==> src/rtl/cpu_types_pkg.sv <==
// Shared CPU datapath types used by the MEM/WB pipeline stage.
package cpu_types_pkg;

  // Deepest MEM/WB pipeline the stage can be built with.
  localparam int MEMWB_MAX_STAGES = 4;

  // MEM/WB payload at the default 32-bit data / 5-bit register-select sizing.
  typedef struct packed {
    logic [31:0] dload;
    logic [31:0] alu;
    logic        reg_wr;
    logic [4:0]  wsel;
    logic        write_sig;
    logic        halt;
  } memwb_payload_t;

  localparam int MEMWB_PAYLOAD_W = $bits(memwb_payload_t);

endpackage

==> src/rtl/mem_wb_slot.sv <==
// One valid-tagged payload register of the MEM/WB pipeline.
// Clear wins over load; a cleared slot is a bubble with an all-zero payload.
module mem_wb_slot #(
  parameter int PW = 72
) (
  input  logic          CLK,
  input  logic          RST,
  input  logic          load_i,
  input  logic          clr_i,
  input  logic [PW-1:0] d_i,
  output logic          vld_o,
  output logic [PW-1:0] q_o
);

  logic          vld_q, vld_d;
  logic [PW-1:0] pay_q, pay_d;

  // Next-state selection: clear, load or hold.
  always_comb begin
    vld_d = vld_q;
    pay_d = pay_q;
    if (clr_i) begin
      vld_d = 1'b0;
      pay_d = '0;
    end else if (load_i) begin
      vld_d = 1'b1;
      pay_d = d_i;
    end
  end

  // Slot register; reset empties the slot and zeroes its payload.
  always_ff @(posedge CLK) begin
    if (RST) begin
      vld_q <= 1'b0;
      pay_q <= '0;
    end else begin
      vld_q <= vld_d;
      pay_q <= pay_d;
    end
  end

  assign vld_o = vld_q;
  assign q_o   = pay_q;

endmodule

==> src/rtl/mem_wb_pipe.sv <==
// MEM/WB pipeline stage: STAGES valid-tagged slots with ready/valid on both
// sides, flush, sticky halt, writeback-data mux and retired counter.
module mem_wb_pipe
  import cpu_types_pkg::*;
#(
  parameter int DW     = 32,
  parameter int RW     = 5,
  parameter int STAGES = 1,
  parameter int CW     = 32
) (
  input  logic                          CLK,
  input  logic                          RST,
  input  logic                          in_valid,
  output logic                          in_ready,
  input  logic [DW-1:0]                 dload_i,
  input  logic [DW-1:0]                 alu_i,
  input  logic                          reg_wr_i,
  input  logic [RW-1:0]                 wsel_i,
  input  logic                          write_sig_i,
  input  logic                          halt_i,
  input  logic                          flush,
  output logic                          out_valid,
  input  logic                          out_ready,
  output logic [DW-1:0]                 dload_o,
  output logic [DW-1:0]                 alu_o,
  output logic                          reg_wr_o,
  output logic [RW-1:0]                 wsel_o,
  output logic                          write_sig_o,
  output logic [DW-1:0]                 wdat_o,
  output logic                          halt_o,
  output logic [$clog2(STAGES+1)-1:0]   occupancy,
  output logic [CW-1:0]                 retired
);

  // Payload layout, LSB first: halt, write_sig, wsel, reg_wr, alu, dload.
  localparam int PW     = 2*DW + RW + 3;
  localparam int OW     = $clog2(STAGES+1);
  localparam int WS_B   = 1;
  localparam int SEL_LO = 2;
  localparam int RWR_B  = RW + 2;
  localparam int ALU_LO = RW + 3;
  localparam int DL_LO  = RW + 3 + DW;

  if (STAGES < 1 || STAGES > MEMWB_MAX_STAGES) begin : g_bad_stages
    $error("mem_wb_pipe: STAGES must be 1..%0d", MEMWB_MAX_STAGES);
  end

  logic [PW-1:0]     in_pay;
  logic [PW-1:0]     head_pay;
  logic [STAGES-1:0] vld_vec;
  logic              accept;
  logic              head_hs;
  logic              halt_q, halt_d;
  logic [CW-1:0]     retired_q, retired_d;
  logic [OW-1:0]     occ_cnt;

  assign in_pay = {dload_i, alu_i, reg_wr_i, wsel_i, write_sig_i, halt_i};

  // Slot chain: slot i moves into slot i+1 when i+1 is empty or moving on.
  for (genvar i = 0; i < STAGES; i++) begin : g_slot
    logic          vld;
    logic          adv;
    logic          load;
    logic          clr;
    logic [PW-1:0] d;
    logic [PW-1:0] pay;

    if (i == STAGES-1) begin : g_head
      assign adv = vld & out_ready;
    end else begin : g_body
      assign adv = vld & (~g_slot[i+1].vld | g_slot[i+1].adv);
    end

    if (i == 0) begin : g_first
      assign load = accept;
      assign clr  = flush | (adv & ~accept);
      assign d    = in_pay;
    end else begin : g_next
      assign load = g_slot[i-1].adv;
      assign clr  = flush | (adv & ~g_slot[i-1].adv);
      assign d    = g_slot[i-1].pay;
    end

    mem_wb_slot #(.PW(PW)) u_slot (
      .CLK    (CLK),
      .RST    (RST),
      .load_i (load),
      .clr_i  (clr),
      .d_i    (d),
      .vld_o  (vld),
      .q_o    (pay)
    );

    assign vld_vec[i] = vld;
  end

  // Input side: no acceptance once halted; ready ripples back from out_ready.
  assign in_ready = ~halt_q & (~g_slot[0].vld | g_slot[0].adv);
  assign accept   = in_valid & in_ready;

  assign head_pay = g_slot[STAGES-1].pay;
  assign head_hs  = g_slot[STAGES-1].vld & out_ready;

  // Halt and retire bookkeeping; both freeze once a halt has retired.
  always_comb begin
    halt_d    = halt_q;
    retired_d = retired_q;
    if (head_hs && !halt_q) begin
      retired_d = retired_q + CW'(1);
      if (head_pay[0]) halt_d = 1'b1;
    end
  end

  // Sticky halt flag and retired-instruction counter.
  always_ff @(posedge CLK) begin
    if (RST) begin
      halt_q    <= 1'b0;
      retired_q <= '0;
    end else begin
      halt_q    <= halt_d;
      retired_q <= retired_d;
    end
  end

  // Occupancy is the number of valid slots.
  always_comb begin
    occ_cnt = '0;
    for (int i = 0; i < STAGES; i++) begin
      occ_cnt = occ_cnt + OW'(vld_vec[i]);
    end
  end

  assign out_valid   = g_slot[STAGES-1].vld;
  assign dload_o     = head_pay[DL_LO +: DW];
  assign alu_o       = head_pay[ALU_LO +: DW];
  assign reg_wr_o    = head_pay[RWR_B] & out_valid;
  assign wsel_o      = head_pay[SEL_LO +: RW];
  assign write_sig_o = head_pay[WS_B];
  assign wdat_o      = write_sig_o ? dload_o : alu_o;
  assign halt_o      = halt_q;
  assign occupancy   = occ_cnt;
  assign retired     = retired_q;

endmodule

==> config.mk <==
export PLATFORM = sky130hd
export DESIGN_NAME = mem_wb_pipe
export DESIGN_NICKNAME = d
export VERILOG_FILES = /design/src/rtl/cpu_types_pkg.sv /design/src/rtl/mem_wb_slot.sv /design/src/rtl/mem_wb_pipe.sv
export SDC_FILE = /design/constraint.sdc
export NUM_CORES = 1
export LEC_CHECK = 0
export ABC_AREA = 1
export BUFFER_PORTS_ARGS = -buffer_cell sky130_fd_sc_hd__buf_4
export CAP_MARGIN = 0
export CORE_AREA = 2 2 105 107
export CTS_CLUSTER_DIAMETER = 30
export DETAILED_ROUTE_END_ITERATION = 16
export DIE_AREA = 0 0 107 109
export GPL_TIMING_DRIVEN = 1
export PLACE_DENSITY = 0.83
export RECOVER_POWER = 50
export SYNTH_ARGS = -nofsm -noshare
export SYNTH_HDL_FRONTEND = slang
export SYNTH_SLANG_ARGS = --single-unit
==> constraint.sdc <==
create_clock -name CLK -period 3 [get_ports CLK]
set_input_delay 0.6 -clock CLK [delete_from_list [all_inputs] [get_ports CLK]]
set_output_delay 0.6 -clock CLK [all_outputs]
set_load 0.01 [all_outputs]
Word-level counts from Yosys, hierarchy flattened
Cells that the tools add are included.
Cells by class
  multiplexer cells: 1
  add/sub/neg operators: 1
  bitwise gates (word level): 10
  reductions and logical operators: 4
Operators by type and width (number)
  32-bit by 1-bit adder with 32-bit output, second input constant: 1
  32-bit two-way mux: 1
  1-bit bitwise AND: 5
  1-bit NOT: 3
  1-bit OR: 2
  2-bit AND reduction: 1
  2-bit OR reduction: 1
  1-bit logical AND: 1
  1-bit zero test: 1
Word-level totals
  input bits: 77
  register bits after elaboration: 106

Longest topological paths before layout
  depth after elaboration: 8
  gate-level depth with buffers: 10

Hierarchy
From an unflattened synthesis, not the netlist that was laid out.
Second synthesis, totals
  cell total of the unflattened synthesis: 793
  area total of the unflattened synthesis: 5267.6 µm²
Modules (own cells, without submodules)
  mem_wb_slot: cells an instance 458, instances 1, area an instance 3004.1 µm²
  mem_wb_pipe: cells an instance 335, instances 1, area an instance 2263.4 µm²

Worst setup path before layout
No wires, ideal clock.
  path kind: register -> output
  from: register g_slot[0].u_slot.pay_q[1]
  to: output port wdat_o[10]
  data required time: 2.400 ns
  setup slack: 1.225 ns
  arrival time: 1.175 ns
  stages on the path, launching flop included: 4
  path buffers: 2
  cells stage by stage: dfxtp_1 > clkbuf_1 > buf_2 > mux2_2
On the way
  word-level cells in the longest chain between the ends: 1
Ends and longest elaborated chain
  from (decl): RTL line mem_wb_slot.sv:16  | logic [PW-1:0] pay_q, pay_d;
  from (signal assigned): RTL line mem_wb_slot.sv:38  | pay_q <= pay_d;
  32-bit two-way mux: RTL line mem_wb_pipe.sv:139  | assign wdat_o = write_sig_o ? dload_o : alu_o;
  to (decl): RTL line mem_wb_pipe.sv:29  | output logic [DW-1:0] wdat_o,
Every way passes these cells.

Worst setup path after layout
  from: register g_slot[0].u_slot.pay_q[1]
  to: output port wdat_o[7]
The elaborated chain is that of the path after synthesis.

==> key figures <==
GRT
  – Vias in the first global route: 4262
  – Met1 usage: between 20 and 30%
  – First-pass GRT wire length: 20500 µm
  – Gr usage total: between 20% and 30%
  – GR Util met3: roughly 7.0%
  – Busiest grt layer: met2
  – Overflow after GRT: 0
  – Largest net degree at the start of global routing: 74
  – Initial antenna violation count: 0
  – Met2 Use GR: 38.9%

Placement
  – Placed standard-cell area: between 6000 and 7000 µm²
  – Port buffer count: 215
  – Final Wtd Congestion: 0.946
  – Post-DP HPWL: slightly below 10000 µm

Power
  – Sw power: between 0.7 and 0.8 mW
  – Peak supply drop: 0.295 mV
  – Leak: between 2 and 2.5 nW
  – Switching share of power: 26.9%
  – Clock power frac: about a third
  – Power Dens Cells: 424 nW/µm²
  – Flop pwr share: a little under three fifths
  – Combinational Power Share: 11.6%
  – Internal power: 1.90 mW

STA
  – Fin crit period: 2.44 ns
  – Slew margin rel.: 40.1%
  – Slew at the pin closest to its max-slew limit: between 0.8 and 0.9 ns
  – Worst Clk Skew: 0.0126 ns
  – Fin. Hold Viols: 0
  – RSZ-0062 raised after global routing: false
  – Final Setup Violations: 0
  – Setup TNS: 0 ns
  – Fmax: 410 MHz
  – Final worst path period share: between 80% and 90%
  – Fin. max-slew vios: 0

CTS
  – TritonCTS clock tree: done
  – # hold bufs at CTS: 0
  – Max clock buf depth: 2
  – Clk sink count: roughly 110
  – Clk pin slew, worst setup/hold paths: 0.09 ns
  – Setup Fix Bufs, Post-CTS: 0
  – Post-CTS resize count: 0
  – H-tree depth: 3
  – Num CTS Buffers: 9
  – Worst skew pair latency: 0.36 ns
  – Clk root buf: clkbuf_8

Cells and area
  – ANT cells: 0
  – Layout Nets: 920
  – Synth-to-layout area growth: 15.6%
  – Share of cells above drive strength 1: between 20% and 30%
  – Design area: around 6100 µm²
  – Most common cell after layout, fill and taps aside: nand2_1
  – Final core utilization: 57.9%
  – Most frequent cells in the layout: 211 x nand2_1, 114 x buf_4, 105 x dfxtp_1, 105 x clkbuf_1, 89 x a21oi_1

Synth
  – Mapped cell area: 5310 µm²
  – Seq/Total Area, Yosys: 40.0%
  – Post-Syn Nets: 790
  – Post-synthesis register bit count: 106
  – Syn_area_per_cell: 7.46 µm²
  – Synth area leader: dfxtp_1
  – Top cells by area, synth: dfxtp_1 40%, nand2_1 15%, buf_4 9.9%
  – Post-synth top area share: roughly 40%
  – Ys Warns: 0
  – Cells after Synth: 712
  – Synth unique cells: 26

Worst setup path
  – Crit path DAT: 1.84 ns
  – Crit path max fanout: 34
  – Setup CP Type: reg2out
  – CP Capture Type: primary output
  – CP required: about 2.4 ns
  – Startpoint types: register

Die
  – Core area: around 11000 µm²
  – Num ports: about 220
  – # rows: 38
  – Die area: 11700 µm²
  – Initial Utilization: between 50% and 60%
  – Die Span X: 107 µm
  – Die height: 109 µm

Routing
  – DRT Wirelength: 13500 µm
  – Final ANT Viol Nets: 0
  – Via-to-Cell Ratio: roughly 5.0
  – DRT Pass-1 Iters: 5
  – WL per Instance: around 14 µm
  – DRT iter0 DRCs: 275
  – DRC: 0
  – Via count: 4924

Run status
  – Status: completed

Job
  – Max cap viols: 0

Hold path
  – Worst Hold Class: reg2reg
path summary, 6_finish.rpt:
check | start | end | slack (ns) | depth (start not counted)
min reg2reg | g_slot[0].u_slot.q_o[6] | g_slot[0].u_slot.q_o[6] | 0.47 | 2
max | g_slot[0].u_slot.q_o[1] | wdat_o[7] | 0.56 | 2
min | g_slot[0].u_slot.q_o[6] | g_slot[0].u_slot.q_o[6] | 0.47 | 2
max reg2reg | g_slot[0].u_slot.vld_o | retired[14] | 0.70 | 7
metal layers:
metal | wire length (µm) | up-vias
li1 | - | 2475
met1 | 5370 | 2231
met2 | 6810 | 204
met3 | 1180 | 14
met4 | 135 | 0
met5 | 0 | -
metrics by stage:
step	std cells	power (mW)	hold WS (ns)	setup slack, ns
after floorplan	712	1.71	0.439	1.23
after global placement	971	1.83	0.454	0.927
after detailed placement	971	1.83	0.456	0.929
after CTS	987	2.66	0.459	0.524
after global routing	987	2.73	0.450	0.364
final	987	2.60	0.468	0.560
power groups by stage:
| stage | Clock [mW] | Combinational, mW | Sequential (mW) |
|---|---|---|---|
| 5_1_grt | 0.918 | 0.330 | 1.48 |
| 3_5_place_dp | 0 | 0.328 | 1.51 |
| 4_1_cts | 0.862 | 0.329 | 1.47 |
| 6_report | 0.829 | 0.301 | 1.47 |
| 2_1_floorplan | 0 | 0.219 | 1.49 |
| 3_3_place_gp | 0 | 0.324 | 1.50 |
layout make-up:
| type | count | area [µm²] |
|---|---|---|
| Fill cell | 1087 | 4460 |
| Multi-Input combinational cell | 460 | 2230 |
| Sequential cell | 106 | 2120 |
| Timing Repair Buffer | 219 | 1250 |
| Tap cell | 140 | 175 |
| Inverter | 46 | 173 |
| Clock buffer | 9 | 124 |
| Clock inverter | 7 | 60.1 |
critical path, cell delays in order (launching register included):
cell and delay, ns:
dfxtp_2 0.90, mux2_2 0.44, buf_4 0.15
state kept, by name (all words and copies together) (netlist names):
signal               count
g_slot.u_slot.q_o       72
g_slot.u_slot.vld_o      1
halt_o                   1
retired                 32
logic make-up (layout without fill, tap and decap cells):
group,count (synthesis),in the layout,synth area share [%]
mux,32,32,6.79
fa+ha+maj,1,1,0.236
simple gates,318,318,24.7
buf+inv,146,281,17.6
compound gates,108,108,10.5
flops,106,106,40.0
xor+xnor,1,1,0.165
cells in the mapped netlist, drive strengths merged:
cell type,instances
o21ai,16
a31oi,1
ha,1
nor3,7
nand2,212
nand3,28
clkbuf,10
o21a,2
nand4,11
dfxtp,106
mux2,32
xor2,1
a21oi,89
nor2,60
inv,46
buf,90
No activity file was read; power rests on OpenSTA's default activity.
